**src/rtl/datapath_pipe.sv**
```systemverilog
// datapath_pipe: two-stage issue/execute pipeline around an NREG x DW register file.
// Define DATAPATH_PIPE_FWD_EN to forward the pending S2 write to the read ports.
module datapath_pipe #(
    parameter int DW   = 16,
    parameter int NREG = 16,
    localparam int AW  = $clog2(NREG)
) (
    input  logic          clk,
    input  logic          rst,
    input  logic          in_valid,
    input  logic [AW-1:0] Rp_addr,
    input  logic [AW-1:0] Rq_addr,
    input  logic          Rp_rd,
    input  logic          Rq_rd,
    input  logic [AW-1:0] W_addr,
    input  logic          W_wr,
    input  logic [1:0]    wb_sel,
    input  logic [2:0]    alu_op,
    input  logic [DW-1:0] imm,
    input  logic [DW-1:0] DM_Din,
    output logic [DW-1:0] Rp_data,
    output logic          Rp_zero,
    output logic          wb_valid,
    output logic [AW-1:0] wb_addr,
    output logic [DW-1:0] wb_data,
    output logic [2:0]    flags
);
    logic [DW-1:0] regs [NREG];
    logic          ex_valid, ex_wr;
    logic [2:0]    ex_op;
    logic [1:0]    ex_sel;
    logic [AW-1:0] ex_addr;
    logic [DW-1:0] ex_a, ex_b, ex_imm, ex_din;
    logic [DW:0]   alu;
    logic [DW-1:0] s2_data, p_raw, q_raw, q_data;
    logic          s2_we;

    // alu[DW] is the carry/borrow/shifted-out bit for every op
    always_comb begin
        alu = '0;
        case (ex_op)
            3'd0: alu = {1'b0, ex_a};
            3'd1: alu = {1'b0, ex_a} + {1'b0, ex_b};
            3'd2: alu = {1'b0, ex_a} - {1'b0, ex_b};
            3'd3: alu = {1'b0, ex_a & ex_b};
            3'd4: alu = {1'b0, ex_a | ex_b};
            3'd5: alu = {1'b0, ex_a ^ ex_b};
            3'd6: alu = {ex_a, 1'b0};
            default: alu = {ex_a[0], 1'b0, ex_a[DW-1:1]};
        endcase
    end

    assign s2_we   = ex_valid & ex_wr & (ex_sel != 2'b11);
    assign s2_data = (ex_sel == 2'b00) ? alu[DW-1:0] : (ex_sel == 2'b01) ? ex_din : ex_imm;

`ifdef DATAPATH_PIPE_FWD_EN
    assign p_raw = (s2_we && Rp_addr == ex_addr) ? s2_data : regs[Rp_addr];
    assign q_raw = (s2_we && Rq_addr == ex_addr) ? s2_data : regs[Rq_addr];
`else
    assign p_raw = regs[Rp_addr];
    assign q_raw = regs[Rq_addr];
`endif

    assign Rp_data = Rp_rd ? p_raw : '0;
    assign q_data  = Rq_rd ? q_raw : '0;
    assign Rp_zero = (Rp_data == '0);

    always_ff @(posedge clk or negedge rst) begin
        if (!rst) begin
            for (int i = 0; i < NREG; i++) regs[i] <= '0;
            ex_valid <= 1'b0;
            ex_wr    <= 1'b0;
            ex_op    <= '0;
            ex_sel   <= '0;
            ex_addr  <= '0;
            ex_a     <= '0;
            ex_b     <= '0;
            ex_imm   <= '0;
            ex_din   <= '0;
            wb_valid <= 1'b0;
            wb_addr  <= '0;
            wb_data  <= '0;
            flags    <= '0;
        end else begin
            ex_valid <= in_valid;
            if (in_valid) begin
                ex_a    <= Rp_data;
                ex_b    <= q_data;
                ex_op   <= alu_op;
                ex_sel  <= wb_sel;
                ex_imm  <= imm;
                ex_din  <= DM_Din;
                ex_addr <= W_addr;
                ex_wr   <= W_wr;
            end
            wb_valid <= s2_we;
            if (s2_we) begin
                regs[ex_addr] <= s2_data;
                wb_addr       <= ex_addr;
                wb_data       <= s2_data;
                if (ex_sel == 2'b00) flags <= {alu[DW-1], alu[DW], alu[DW-1:0] == '0};
            end
        end
    end
endmodule
```
**config.mk**
```make
export PLATFORM = sky130hd
export DESIGN_NAME = datapath_pipe
export DESIGN_NICKNAME = d
export VERILOG_FILES = /design/src/rtl/datapath_pipe.sv
export SDC_FILE = /design/constraint.sdc
export NUM_CORES = 1
export LEC_CHECK = 0
export CAP_MARGIN = 20
export CORE_MARGIN = 4
export CORE_UTILIZATION = 60
export CTS_CLUSTER_SIZE = 8
export DETAILED_ROUTE_END_ITERATION = 10
export GPL_TIMING_DRIVEN = 0
export PLACE_DENSITY_LB_ADDON = 0.25
export SETUP_SLACK_MARGIN = 0.5
export SYNTH_ARGS = -nofsm -noshare
export SYNTH_HDL_FRONTEND = slang
export SYNTH_SLANG_ARGS = --single-unit
```
**constraint.sdc**
```tcl
create_clock -name clk -period 4.4 [get_ports clk]
set_input_delay 0.66 -clock clk [delete_from_list [all_inputs] [get_ports clk]]
set_output_delay 0.66 -clock clk [all_outputs]
set_load 0.01 [all_outputs]
```
==> results of run 1 <==
==> metrics by stage <==
| step | TNS (ns) | std cells | hold WS, ns | total power [mW] |
|---|---|---|---|---|
| 6_report | 0 | 2449 | 0.1522 | 15.22 |
| 5_1_grt | 0 | 2449 | 0.2217 | 15.83 |
| 4_1_cts | 0 | 2429 | 0.1892 | 14.18 |
| 3_5_place_dp | -90.73 | 2329 | 0.4677 | 10.05 |
| 3_3_place_gp | -4425.69 | 2325 | 0.4589 | 9.823 |
| 2_1_floorplan | 0 | 1804 | 0.3644 | 8.219 |
==> repair_timing <==
item                       in CTS  in global routing
hold buffers                    0                  0
hold endpoints to repair        0                  0
pin swaps                      56                 78
setup endpoints to repair     271                221
gates cloned                    4                  7
gates resized for setup       156                169
buffers inserted               40                 13
==> report_power, final <==
group	internal [mW]	switching (mW)
Sequential	4.25	0.981
Clock	2.02	1.42
Combinational	3.15	3.39
Total	9.43	5.79
==> layout by cell type (no fill, tap or decap), types with 12 or more instances in the layout <==
| master | n |
|---|---|
| dfrtp_1 | 354 |
| mux2_2 | 37 |
| o211ai_1 | 14 |
| xnor2_1 | 13 |
| buf_2 | 13 |
| o31ai_4 | 12 |
| ha_1 | 42 |
| o21ai_1 | 89 |
| clkbuf_1 | 85 |
| nor2_1 | 45 |
| clkbuf_16 | 55 |
| a21oi_1 | 36 |
| nand3_1 | 31 |
| buf_4 | 43 |
| clkdlybuf4s50_1 | 84 |
| o21ai_0 | 150 |
| buf_6 | 23 |
| buf_8 | 12 |
| inv_1 | 40 |
| nand2_1 | 342 |
| o21ai_2 | 90 |
| mux4_2 | 160 |
| buf_1 | 12 |
==> metal layers <==
layer	vias up	share of wire, %	GRT usage (%)
met4	2	7.0	20.49
met2	1348	48	63.46
li1	6995	-	-
met5	-	0.018	0
met1	8502	34	47.17
met3	360	11	9.292
==> worst min-delay path by stage <==
stage | start | to | slack (ns) | cells after the start
floorplan | rst | ex_a[0]$_DFFE_PN0P_ | 0.36 | 0
global placement | wb_addr[1]$_DFFE_PN0P_ | wb_addr[1]$_DFFE_PN0P_ | 0.46 | 2
detailed placement | wb_addr[1]$_DFFE_PN0P_ | wb_addr[1]$_DFFE_PN0P_ | 0.47 | 2
CTS | rst | wb_data[9]$_DFFE_PN0P_ | 0.19 | 1
global route | rst | ex_din[5]$_DFFE_PN0P_ | 0.22 | 1
finish | rst | wb_valid$_DFF_PN0_ | 0.15 | 1
==> cells by family (layout without fill, tap and decap cells) <==
logic type	after synthesis	count (layout)
muxes	207	207
adders and majority gates	50	50
DFF	355	355
xor gates and xnor gates	21	21
buffers and inverters	191	400
and+or+nand+nor	497	497
AOI/OAI and AO/OA	483	484
==> final cells by class <==
| cell class | instances | area (um^2) |
|---|---|---|
| timing repair buffer | 153 | 1659 |
| inverter | 44 | 165.2 |
| tap | 435 | 544.3 |
| fill | 1998 | 7473 |
| buffer | 147 | 928.4 |
| sequential | 355 | 8885 |
| clock inverter | 2 | 50.05 |
| clock buffer | 54 | 1276 |
| multi-input combinational | 1259 | 10900 |
==> registers in the layout (all words and copies together) (netlist names) <==
name / flops
regs: 256
ex_a: 16
ex_b: 16
ex_din: 16
ex_imm: 16
wb_data: 16
ex_addr: 4
wb_addr: 4
ex_op: 3
flags: 3
ex_sel: 2
ex_valid: 1
ex_wr: 1
wb_valid: 1
==> metrics.md, run 1 <==
| Metric | Value |
|---|---|
| Status | `finished, final reports clean` |
| Kind of launch point of the worst setup path | `flip-flop` |
| DR iter-0 viols | `2,515` |
| Final-stage net count | `2,115` |
| Synth area leader | `dfrtp_1` |
| Largest family of logic cells by synthesized area | `multiplexers` |
| Final worst slack | `0.2647 ns` |
| Design area | `24,410 um^2` |
| First-pass GRT wire length | `103,900 um` |
| P_leak | `10.35 nW` |
| Commonest cells in the netlist | `dfrtp_1 (355), nand2_1 (345), o21ai_1 (170), o21ai_0 (163), mux4_2 (160)` |
| Post-synthesis cell type count | `74` |
| RR Endpoint | `regs[28]$_DFFE_PN0P_` |
| CTS tree | `done` |
| I/O Buffers | `86` |
| Final Hold Viols | `0` |
| Dpl cell area | `21,110 um^2` |
| R2R Setup Slk | `0.26 ns` |
| CP top delay family | `compound AO/OA/AOI/OAI gates` |
| Final min period | `4.135 ns` |
| Mapped Cells | `1,804` |
| Post-Syn Area | `19,620 um^2` |
| Chip height | `188.9 um` |
| Vias in the first global route | `17,294` |
| CP endpoint | `regs[28]$_DFFE_PN0P_` |
| Final worst-path cycle share | `93.98%` |
| CTS Sinks | `355` |
| Crit Reg-Reg Startpoint | `ex_op[1]$_DFFE_PN0P_` |
| Unrepaired setup endpoints after global routing | `true` |
| # IOs | `96` |
| Antenna diodes | `0` |
| Adder-cell area share of the yosys netlist | `3.226%` |
| Layout cells sized above 1 | `28.25%` |
| Worst vdd ir | `0.5061 mV` |
| Reg2Reg Depth | `18` |
| Total Wirelength | `71,270 um` |
| Max Slew Vio Count | `0` |
| Max-Cap Viols | `0` |
| Seq/Total Area, Yosys | `45.27%` |
| Gr usage total | `38.36%` |
| Max FO, Critical Path | `8` |
| CP Data Required Time | `4.91 ns` |
| # setup viols final | `0` |
| Core Area | `31,880 um^2` |
| Slew @ Worst Pin | `1.450 ns` |
| Slowest stage cell, crit path | `o211ai_1` |
| Skew final | `0.06688 ns` |
| Post-synth net total | `1,909` |
| Syn-to-layout area delta | `24.38%` |
| Top post-synthesis cells by area | `dfrtp_1 (45%), mux4_2 (18%), nand2_1 (6.6%)` |
| Place WS | `-0.7670 ns` |
| Die Area | `35,660 um^2` |
| CP peak stage delay | `0.47 ns` |
| Worst rel slew slack | `2.962%` |
| Top FF cell, synth | `dfrtp_1` |
| Antenna violations before repair | `1` |
| Total gr overflow | `0` |
| Clock transition at the registers of the reported paths | `0.06 ns` |
| Vias | `17,207` |
| Synth Area in Compound Gates | `14.34%` |
| Stages on the worst setup path | `18` |
| WP data arrival | `4.65 ns` |
| Simple-Gate Fraction of Synth Area | `10.67%` |
| Power Density | `623.5 nW/um^2` |
| Hpwl dp | `49,420 um` |
| Vias per inst | `7.026` |
| DR pass1 iterations | `8` |
| Per-cell routed wire length | `29.10 um` |
| Clock Path Buffers | `3` |
| Synth async-reset ratio | `100.0%` |
| Die W | `188.9 um` |
| Num rows | `65` |
| Crit end category | `flip-flop` |
| Clock latency on the worst-skew pair | `0.59 ns` |
| Final core utilization | `76.56%` |
| Initial core utilization | `61.55%` |
| CP cell instances | `buf_6, buf_8, and2b_4, and2_4, buf_8, nor2_4, xnor2_2, ha_4, a21oi_2, o211ai_1, buf_4, a211oi_4, and4b_1, nand3b_1, o211ai_1, o21ai_4, buf_4, o21ai_2` |
| Gpl congestion | `0.9942` |
| DRC errors left | `0` |
| Htree depth | `2` |
| FMAX | `241.8 MHz` |
| Mean Syn Cell Area | `10.88 um^2` |
| Worst Setup Path Type | `flip-flop to flip-flop` |
| Num CTS Buffers | `50` |
| Top-area cell type share of the netlist area | `45.27%` |
| Number of enable flip-flop cells after synthesis | `0` |
| Root Driver | `clkbuf_16` |
| Final antenna-violating net count | `0` |
| Worst min path class | `input pin to asynchronous set/reset pin` |
| Synth Area in XOR/XNOR | `0.9373%` |
| Buffers & Inverters on Critical Path | `5` |
| Worst setup path start | `ex_op[1]$_DFFE_PN0P_` |
| Top-count cell post-synth | `dfrtp_1` |
| Largest net degree at the start of global routing | `130` |
| Seq cells post-synth | `355` |
| Post-synthesis mux area share | `21.09%` |
| Ys Warns | `0` |
Power figures use the tool's default switching activity.
==> run 2, diff against run 1 <==
--- a/config.mk
+++ b/config.mk
@@ -6,8 +6,10 @@
 export NUM_CORES = 1
 export LEC_CHECK = 0
 export CAP_MARGIN = 20
+export CELL_PAD_IN_SITES_DETAIL_PLACEMENT = 0
+export CELL_PAD_IN_SITES_GLOBAL_PLACEMENT = 1
 export CORE_MARGIN = 4
-export CORE_UTILIZATION = 60
+export CORE_UTILIZATION = 44
 export CTS_CLUSTER_SIZE = 8
 export DETAILED_ROUTE_END_ITERATION = 10
 export GPL_TIMING_DRIVEN = 0
==> constraint.sdc (replaced) <==
create_clock -name clk -period 3.7 [get_ports clk]
set_input_delay 0.555 -clock clk [delete_from_list [all_inputs] [get_ports clk]]
set_output_delay 0.555 -clock clk [all_outputs]
set_load 0.01 [all_outputs]
==> metrics.md, run 2 (synthesis results as in run 1) <==
| Metric | Value |
|---|---|
| Commonest non-fill, non-tap cells in the layout | `dfrtp_1 (355), nand2_1 (343), o21ai_2 (189)` |
| Gpl congestion | `0.9640 (-3.0%)` |
| Clock transition at the registers of the reported paths | `0.05 ns (about the same)` |
| Per-cell routed wire length | `26.63 um (-8.5%)` |
| Slew @ Worst Pin | `1.403 ns (-0.04771 ns)` |
| Max FO, Critical Path | `8 (unchanged)` |
| Die Area | `48,040 um^2 (+35%)` |
| Hold path cells | `3` |
| Final worst-path cycle share | `108.5% (+14 points)` |
| Final Hold Viols | `0 (unchanged)` |
| CTS Sinks | `355 (unchanged)` |
| Total Wirelength | `71,000 um (-0.38%)` |
| P_leak | `11.06 nW (+6.8%)` |
| Place WS | `-1.372 ns (-0.6052 ns)` |
| Root Driver | `clkbuf_16` |
| Syn-to-layout area delta | `31.29%` |
| Final-stage net count | `2,175 (+2.8%)` |
| DP Cell Count | `2,486 (+6.7%)` |
| Non-filler instance count after layout | `2,666 (+8.9%)` |
| Total power | `19.08 mW (+25%)` |
| Antenna violations before repair | `0 (-1)` |
| Power Density | `740.5 nW/um^2 (+19%)` |
| Skew final | `0.02101 ns (-0.04587 ns)` |
| CTS tree | `done` |
| WP data arrival | `4.46 ns (-0.19 ns)` |
| Initial core utilization | `44.47% (-17 points)` |
| Fill cells | `3,742 (+87%)` |
| Clock Path Buffers | `3 (unchanged)` |
| Crit Reg-Reg Startpoint | `ex_op[1]$_DFFE_PN0P_` |
| Chip height | `219.2 um (+16%)` |
| Num rows | `77 (+18%)` |
| I/O Buffers | `86 (unchanged)` |
| # IOs | `96 (unchanged)` |
| Num CTS Buffers | `50 (unchanged)` |
| DR iter-0 viols | `1,745 (-31%)` |
| Worst rel slew slack | `6.500% (+3.5 points)` |
| Max Slew Vio Count | `0 (unchanged)` |
| Clock latency on the worst-skew pair | `0.59 ns (about the same)` |
| Kind of launch point of the worst setup path | `flip-flop` |
| Antenna diodes | `0 (unchanged)` |
| Hpwl dp | `50,370 um (+1.9%)` |
| Commonest non-fill, non-tap cell in the layout | `dfrtp_1` |
| Worst hold path startpoint | `Rq_rd` |
| RR Endpoint | `regs[154]$_DFFE_PN0P_` |
| Largest register FFs | `256 (unchanged)` |
| R2R Setup Slk | `-0.31 ns (-0.58 ns)` |
| Vias per inst | `6.147 (-13%)` |
| Max-Cap Viols | `0 (unchanged)` |
| Status | `finished with violations` |
| DR pass1 iterations | `6 (-2)` |
| First-pass GRT wire length | `102,300 um (-1.5%)` |
| Unrepaired setup endpoints after global routing | `true` |
| Htree depth | `2 (unchanged)` |
| Total gr overflow | `0 (unchanged)` |
| Core Area | `44,120 um^2 (+38%)` |
| Vias | `16,389 (-4.8%)` |
| Final core utilization | `58.39% (-18 points)` |
| Worst vdd ir | `0.4310 mV (-15%)` |
| Reg2Reg Depth | `19 (+1)` |
| DRC errors left | `0 (unchanged)` |
| Crit end category | `flip-flop` |
| Die W | `219.2 um (+16%)` |
| Worst min path class | `input pin to flip-flop` |
| Layout cells sized above 1 | `35.87% (+7.6 points)` |
| CP Data Required Time | `4.15 ns (-0.76 ns)` |
| Gr usage total | `28.66% (-9.7 points)` |
| Final worst slack | `-0.3131 ns (-0.5778 ns)` |
| # setup viols final | `180 (+180)` |
| FMAX | `249.2 MHz (+3.0%)` |
| Final min period | `4.013 ns (-0.1222 ns)` |
| Worst Setup Path Type | `flip-flop to flip-flop` |
| Largest net degree at the start of global routing | `123 (-5.4%)` |
| Top reg by flops | `regs` |
| Final antenna-violating net count | `0 (unchanged)` |
| Failing checks | `negative setup slack` |
| Vias in the first global route | `16,126 (-6.8%)` |
| WHS Endpoint | `ex_b[3]$_DFFE_PN0P_` |
[run 2: routing by layer]
metal | GRT usage (%) | up-vias | share of wire, %
met5 | 0 | - | 0
met4 | 10.72 | 0 | 3.8
met2 | 47.22 | 782 | 48
li1 | - | 7127 | -
met3 | 5.123 | 171 | 8.0
met1 | 38.25 | 8309 | 40
[run 2: where the power goes]
group          switching (mW)  total (mW)  leakage (nW)  internal, mW
sequential               1.07        6.13          4.61          5.06
combinational            4.38        8.86          5.80          4.48
clock                    1.69        4.09         0.644          2.40
[run 2: worst max path at each step]
| stage | start | to | slack [ns] | cells past startpoint |
|---|---|---|---|---|
| finish | ex_op[1]$_DFFE_PN0P_ | regs[154]$_DFFE_PN0P_ | -0.31 | 19 |
| global placement | rst | wb_data[13]$_DFFE_PN0P_ | -13.52 | 1 |
| CTS | ex_op[2]$_DFFE_PN0P_ | regs[172]$_DFFE_PN0P_ | -0.29 | 18 |
| detailed placement | Rp_addr[1] | Rp_zero | -1.37 | 8 |
| floorplan | ex_op[1]$_DFFE_PN0P_ | regs[107]$_DFFE_PN0P_ | 0.15 | 18 |
| global route | ex_op[1]$_DFFE_PN0P_ | regs[136]$_DFFE_PN0P_ | -0.35 | 19 |
[run 2: metrics by stage]
stage               instance area [um^2]  TNS (ns)  hold slack (ns)
floorplan                          19760         0           0.2594
global placement                   21360  -4882.47           0.4655
detailed placement                 21460   -105.55           0.4324
CTS                                24380    -29.28           0.3450
global route                       25760    -46.13           0.3933
finish                             25760    -33.16           0.3636
[run 2: final cells by class]
type                       instances  area [um^2]  area share (%)
multi-input combinational       1261        11370           44.12
sequential                       355         8884           34.48
timing repair buffer             211         2291           8.892
clock buffer                      54         1276           4.954
buffer                           147         1003           3.895
tap                              592        740.7           2.875
inverter                          44        165.2          0.6411
clock inverter                     2        36.28          0.1408
[run 2: what timing repair did]
action                     in CTS  in global routing
cloned                          8                 11
pin swaps                      89                109
buffers inserted               65                 39
setup endpoints to repair     275                276
hold buffers                    1                  0
gates resized for setup       250                293
hold endpoints to repair       30                  0
[run 2: worst max-delay path, cell delays in order (launching register included)]
cell and delay (ns):
dfrtp_1 0.42, buf_6 0.14, buf_6 0.11, and2b_4 0.18
nand2_4 0.13, nand2_1 0.08, xnor2_1 0.23, ha_2 0.38
a21oi_1 0.17, o211ai_1 0.18, buf_4 0.20, buf_6 0.11
a211oi_4 0.21, xor2_1 0.22, o22ai_2 0.15, mux2_4 0.34
mux2i_4 0.17, buf_12 0.18, clkbuf_16 0.16, o21ai_1 0.06
